===== config.mk =====
export PLATFORM = sky130hd
export DESIGN_NAME = control_unit
export DESIGN_NICKNAME = d
export VERILOG_FILES = /design/src/rtl/mips16_pkg.sv /design/src/rtl/control_decode.sv /design/src/rtl/control_unit.sv
export SDC_FILE = /design/constraint.sdc
export NUM_CORES = 1
export LEC_CHECK = 0
export CAP_MARGIN = 25
export CORE_ASPECT_RATIO = 0.5
export CORE_MARGIN = 1.5
export CORE_UTILIZATION = 31
export DETAILED_ROUTE_END_ITERATION = 12
export PLACE_DENSITY = 0.66
export RECOVER_POWER = 50
export SLEW_MARGIN = 20
export SYNTH_ARGS = -nofsm -noshare
export SYNTH_HDL_FRONTEND = slang
export SYNTH_SLANG_ARGS = --single-unit

===== constraint.sdc =====
create_clock -name clock -period 2.8 [get_ports clock]
set_input_delay 0.56 -clock clock [delete_from_list [all_inputs] [get_ports clock]]
set_output_delay 0.56 -clock clock [all_outputs]
set_load 0.01 [all_outputs]

===== src/rtl/mips16_pkg.sv =====
// Shared encodings for the 16-bit MIPS multicycle control path:
// FSM states, opcodes, ALU op classes and datapath mux selects.
package mips16_pkg;

   typedef enum logic [3:0] {
      S_FETCH  = 4'b0000,
      S_DECODE = 4'b0001,
      S_MEMADR = 4'b0010,
      S_MEMRD  = 4'b0011,
      S_MEMWB  = 4'b0100,
      S_MEMWR  = 4'b0101,
      S_EXEC   = 4'b0110,
      S_RWB    = 4'b0111,
      S_BRANCH = 4'b1000,
      S_JUMP   = 4'b1001
   } state_t;

   localparam logic [3:0] OP_LOAD   = 4'b1000;
   localparam logic [3:0] OP_STORE  = 4'b1001;
   localparam logic [3:0] OP_BRANCH = 4'b1010;
   localparam logic [3:0] OP_JUMP   = 4'b1011;

   localparam logic [1:0] OPALU_ADD = 2'b00;
   localparam logic [1:0] OPALU_BR  = 2'b01;
   localparam logic [1:0] OPALU_R   = 2'b10;

   localparam logic [1:0] SRCB_REG  = 2'b00;
   localparam logic [1:0] SRCB_ONE  = 2'b01;
   localparam logic [1:0] SRCB_IMM  = 2'b10;
   localparam logic [1:0] SRCB_BOFF = 2'b11;

   localparam logic [1:0] PCSRC_ALU    = 2'b00;
   localparam logic [1:0] PCSRC_ALUOUT = 2'b01;
   localparam logic [1:0] PCSRC_JUMP   = 2'b10;

   // Opcodes 1100-1111 are undefined.
   function automatic logic is_illegal(input logic [3:0] op);
      return (op[3:2] == 2'b11);
   endfunction

endpackage


===== src/rtl/control_decode.sv =====
// Combinational state-to-controls map of the multicycle control FSM.
// Only the FETCH-state IR/PC writes depend on anything besides the state.
module control_decode
   import mips16_pkg::*;
(
   input  logic [3:0] state,
   input  logic       mem_ready,
   output logic [1:0] op_alu,
   output logic       pc_write,
   output logic       pc_write_cond,
   output logic       ior_d,
   output logic       mem_read,
   output logic       mem_write,
   output logic       mem_to_reg,
   output logic       ir_write,
   output logic       reg_write,
   output logic       reg_dst,
   output logic       alu_src_a,
   output logic [1:0] alu_src_b,
   output logic [1:0] pc_source
);

   // Per-state control decode; unused encodings leave everything at 0.
   always_comb begin
      op_alu        = OPALU_ADD;
      pc_write      = 1'b0;
      pc_write_cond = 1'b0;
      ior_d         = 1'b0;
      mem_read      = 1'b0;
      mem_write     = 1'b0;
      mem_to_reg    = 1'b0;
      ir_write      = 1'b0;
      reg_write     = 1'b0;
      reg_dst       = 1'b0;
      alu_src_a     = 1'b0;
      alu_src_b     = SRCB_REG;
      pc_source     = PCSRC_ALU;
      case (state)
         S_FETCH: begin
            mem_read  = 1'b1;
            alu_src_b = SRCB_ONE;
            ir_write  = mem_ready;
            pc_write  = mem_ready;
         end
         S_DECODE: alu_src_b = SRCB_BOFF;
         S_MEMADR: begin
            alu_src_a = 1'b1;
            alu_src_b = SRCB_IMM;
         end
         S_MEMRD: begin
            mem_read = 1'b1;
            ior_d    = 1'b1;
         end
         S_MEMWB: begin
            reg_write  = 1'b1;
            mem_to_reg = 1'b1;
         end
         S_MEMWR: begin
            mem_write = 1'b1;
            ior_d     = 1'b1;
         end
         S_EXEC: begin
            alu_src_a = 1'b1;
            op_alu    = OPALU_R;
         end
         S_RWB: begin
            reg_write = 1'b1;
            reg_dst   = 1'b1;
         end
         S_BRANCH: begin
            alu_src_a     = 1'b1;
            op_alu        = OPALU_BR;
            pc_write_cond = 1'b1;
            pc_source     = PCSRC_ALUOUT;
         end
         S_JUMP: begin
            pc_write  = 1'b1;
            pc_source = PCSRC_JUMP;
         end
         default: op_alu = OPALU_ADD;
      endcase
   end

endmodule


===== src/rtl/control_unit.sv =====
// Multicycle main control FSM: state register, next-state sequencing,
// retired-instruction counter and reset gating of the datapath enables.
module control_unit
   import mips16_pkg::*;
(
   input  logic        clock,
   input  logic        reset_n,
   input  logic [3:0]  Opcode,
   input  logic        mem_ready,
   output logic [3:0]  state,
   output logic [1:0]  OpAlu,
   output logic        PCWrite,
   output logic        PCWriteCond,
   output logic        IorD,
   output logic        MemRead,
   output logic        MemWrite,
   output logic        MemtoReg,
   output logic        IRWrite,
   output logic        RegWrite,
   output logic        RegDst,
   output logic        ALUSrcA,
   output logic [1:0]  ALUSrcB,
   output logic [1:0]  PCSource,
   output logic        illegal_op,
   output logic [15:0] instr_count
);

   state_t      state_r;
   state_t      next_s;
   logic        retire_s;
   logic [15:0] instr_count_r;

   logic pc_write_s, pc_write_cond_s, mem_read_s, mem_write_s;
   logic ir_write_s, reg_write_s;

   // State register.
   always_ff @(posedge clock or negedge reset_n) begin
      if (!reset_n) begin
         state_r <= S_FETCH;
      end else begin
         state_r <= next_s;
      end
   end

   // Next-state sequencing and detection of instruction retirement.
   always_comb begin
      next_s   = S_FETCH;
      retire_s = 1'b0;
      case (state_r)
         S_FETCH:  next_s = mem_ready ? S_DECODE : S_FETCH;
         S_DECODE: begin
            if (!Opcode[3]) begin
               next_s = S_EXEC;
            end else begin
               case (Opcode)
                  OP_LOAD, OP_STORE: next_s = S_MEMADR;
                  OP_BRANCH:         next_s = S_BRANCH;
                  OP_JUMP:           next_s = S_JUMP;
                  default:           next_s = S_FETCH;
               endcase
            end
         end
         S_MEMADR: next_s = (Opcode == OP_STORE) ? S_MEMWR : S_MEMRD;
         S_MEMRD:  next_s = mem_ready ? S_MEMWB : S_MEMRD;
         S_MEMWR: begin
            next_s   = mem_ready ? S_FETCH : S_MEMWR;
            retire_s = mem_ready;
         end
         S_EXEC:   next_s = S_RWB;
         S_MEMWB, S_RWB, S_BRANCH, S_JUMP: begin
            next_s   = S_FETCH;
            retire_s = 1'b1;
         end
         default:  next_s = S_FETCH;
      endcase
   end

   // Retired-instruction counter, wraps naturally at 16 bits.
   always_ff @(posedge clock or negedge reset_n) begin
      if (!reset_n) begin
         instr_count_r <= 16'd0;
      end else if (retire_s) begin
         instr_count_r <= instr_count_r + 16'd1;
      end else begin
         instr_count_r <= instr_count_r;
      end
   end

   control_decode u_decode (
      .state         (state_r),
      .mem_ready     (mem_ready),
      .op_alu        (OpAlu),
      .pc_write      (pc_write_s),
      .pc_write_cond (pc_write_cond_s),
      .ior_d         (IorD),
      .mem_read      (mem_read_s),
      .mem_write     (mem_write_s),
      .mem_to_reg    (MemtoReg),
      .ir_write      (ir_write_s),
      .reg_write     (reg_write_s),
      .reg_dst       (RegDst),
      .alu_src_a     (ALUSrcA),
      .alu_src_b     (ALUSrcB),
      .pc_source     (PCSource)
   );

   // Enables are gated directly by reset_n so nothing writes while held in reset.
   assign PCWrite     = reset_n & pc_write_s;
   assign PCWriteCond = reset_n & pc_write_cond_s;
   assign MemRead     = reset_n & mem_read_s;
   assign MemWrite    = reset_n & mem_write_s;
   assign IRWrite     = reset_n & ir_write_s;
   assign RegWrite    = reset_n & reg_write_s;
   assign illegal_op  = reset_n & (state_r == S_DECODE) & is_illegal(Opcode);

   assign state       = state_r;
   assign instr_count = instr_count_r;

endmodule


==> flow_metrics.env <==
export IMPL_status="completed"
export IMPL_grt_max_degree=19
export IMPL_area_growth_pct=45.1
export IMPL_cp_slowest_cell="clkdlybuf4s50_1"
export IMPL_cts_resized=0
export IMPL_antenna_found_initial=0
export IMPL_ys_types=37
export IMPL_min_period_over_period_pct=94.7
export IMPL_finalCriticalPeriod_ns=2.65
export IMPL_cts_buffer_depth=2
export IMPL_coreArea_mm2=0.00386
export IMPL_diodes=0
export IMPL_layout_commonest_cell="clkdlybuf4s50_1"
export IMPL_antenna_left=0
export IMPL_worstPathMaxFanout=6
export IMPL_crit_chain="clkdlybuf4s50_1 -> inv_1 -> nor4_1 -> clkdlybuf4s50_1"
export IMPL_path_class="primary input to primary output"
export IMPL_cp_start_kind="primary input"
export IMPL_clock_sink_count=20
export IMPL_netlist_instances=136
export IMPL_hold_viol=0
export IMPL_clkTransAtPathRegs_ns=0.07
export IMPL_p_per_area_mw_per_mm2=805
export IMPL_syn_area_mm2=0.00124
export IMPL_viasPerCell=4.89
export IMPL_grt_usage_pct=13.3
export IMPL_synth_seq_cells=20
export IMPL_placementRows=16
export IMPL_dr_pass1_iters=4
export IMPL_die_w_um=92.6
export IMPL_die_h_um=47.8
export IMPL_ctsHoldBuffers=0
export IMPL_finalSetupViolations=0
export IMPL_cp_data_arrival_time_ns=2.09
export IMPL_post_cts_buffers=0
export IMPL_worst_path_most_repeated_cell="clkdlybuf4s50_1"
export IMPL_grt_pass1_vias=1035
export IMPL_ioPinCount=44
export IMPL_worst_slew_pin_transition_ns=0.853
export IMPL_root_buffer="clkbuf_8"
export IMPL_ys_flop_type="dfrtp_1"
export IMPL_p_leak_nw=0.697
export IMPL_synth_nets=144
export IMPL_dp_hpwl_um=2200
export IMPL_dieArea_mm2=0.00442
export IMPL_setup_ws_ns=0.148
export IMPL_initial_core_util_pct=32.2
export IMPL_slew_violations=0
export IMPL_ys_seq_area_share_pct=40.2
export IMPL_max_slew_margin_pct=43.1
export IMPL_max_cap_violations=0
export IMPL_grt_pass1_wl_um=4620
export IMPL_cts_buffers=3
export IMPL_overflow=0
export IMPL_ys_async_sr_fraction_pct=100
export IMPL_syn_area_per_cell_um2=9.14
export IMPL_crit_path_end_kind="primary output"
export IMPL_worstPathRequired_ns=2.24
export IMPL_n_fill_cell=376
export IMPL_finalSetupTns_ns=0
export IMPL_ys_warn_count=0
export IMPL_hold_path_class="register to register"
export IMPL_clkLatencyLatePin_ns=0.26
export IMPL_fmaxAchievable_mhz=377
export IMPL_nets=188
export IMPL_synth_edff_count=0
export IMPL_finClkSkew_ns=0.00464
export IMPL_drive_above_1_share_pct=7.82
export IMPL_cpPeakStageDelay_ns=0.59
export IMPL_htree_levels=1
export IMPL_ir_drop_v=0.000281
export IMPL_postRouteWirelength_um=2910
export IMPL_post_route_drc_count=0
export IMPL_most_common_layout_cells="clkdlybuf4s50_1, dfrtp_1, dlygate4sd3_1"
export IMPL_cts_tree="yes"
export IMPL_rsz0062_at_grt="false"
export IMPL_routedWlPerCell_um=12.5
export IMPL_place_ws_ns=0.135
export IMPL_port_buffers=43
export IMPL_gp_congestion=0.775
export IMPL_drt_iter0_markers=49
export IMPL_vias=1140
registers in the layout, summed over array words and instances (netlist names):
signal       count
instr_count     16
state            4
path summary, 6_finish.rpt:
check	start	endpoint	slack, ns	cells past startpoint
setup / recovery	mem_ready	IRWrite	0.15	4
hold / removal	instr_count[15]	instr_count[15]	0.46	1
setup reg to reg	state[3]	instr_count[1]	1.04	5
hold reg to reg	instr_count[15]	instr_count[15]	0.46	1
max in group asynchronous	reset_n	instr_count[2]	1.16	3
min in group asynchronous	reset_n	state[0]	0.67	2
stage by stage:
step | instances | area [um^2] | hold WS, ns | utilization (%) | power [mW]
after floorplan | 136 | 1240 | 0.264 | - | 0.845
after global placement | 229 | 1740 | 0.460 | 44.9 | 1.18
after detailed placement | 229 | 1740 | 0.457 | 44.9 | 1.19
after CTS | 233 | 1810 | 0.472 | 46.8 | 1.48
after global routing | 233 | 1800 | 0.473 | 46.7 | 1.55
final | 233 | 1800 | 0.458 | 46.7 | 1.45
cells by family after synthesis:
group / Yosys count / synth area share (%)
fa+ha+maj: 1 / 1.01
buf+inv: 11 / 4.33
xor+xnor: 16 / 11.3
compound gates: 27 / 14.6
mux: 3 / 2.62
simple gates: 58 / 26.0
flops: 20 / 40.2
synth_stat cells (3+ instances only):
| library cell | count | area share, % |
|---|---|---|
| and3_1 | 7 | 3.5 |
| xor2_1 | 3 | 2.1 |
| a21oi_1 | 4 | 1.6 |
| buf_2 | 4 | 1.6 |
| clkbuf_1 | 4 | 1.2 |
| nand3_1 | 5 | 2.0 |
| and2_1 | 4 | 2.0 |
| xnor2_1 | 13 | 9.2 |
| nand2b_1 | 5 | 2.5 |
| nand2_1 | 8 | 2.4 |
| o21ai_0 | 9 | 3.6 |
| dfrtp_1 | 20 | 40 |
| o2111ai_1 | 5 | 3.5 |
| nor2_1 | 12 | 3.6 |
| nor3_1 | 3 | 1.2 |
| and4_1 | 3 | 2.1 |
worst max-delay path: cells and delay by family:
family	cells	cell delay [ns]
simple gates	1	0.24
buf+inv	3	1.29
where the power goes:
part           internal [mW]  switching (mW)
sequential             0.347          0.0974
combinational          0.376           0.343
clock                  0.191          0.0968
total                  0.914           0.537
layout make-up:
cell class	count	area [um^2]	area share, %
clock buffers	3	41.3	2.29
flip-flops and latches	20	500	27.7
inverters	1	3.75	0.208
well taps	54	67.6	3.74
repair buffers	49	472	26.1
clock inverters	1	30.0	1.66
multi-input cells	105	689	38.2
metal layers:
layer / up-vias / global-route usage (%) / wire [um]
li1: 579 / - / -
met1: 542 / 17.6 / 1410
met2: 19 / 24.4 / 1410
met3: 0 / 2.06 / 88
met4: 0 / 2.15 / 0
met5: - / 0 / 0
Note: power is estimated with default switching activity, not from simulation.
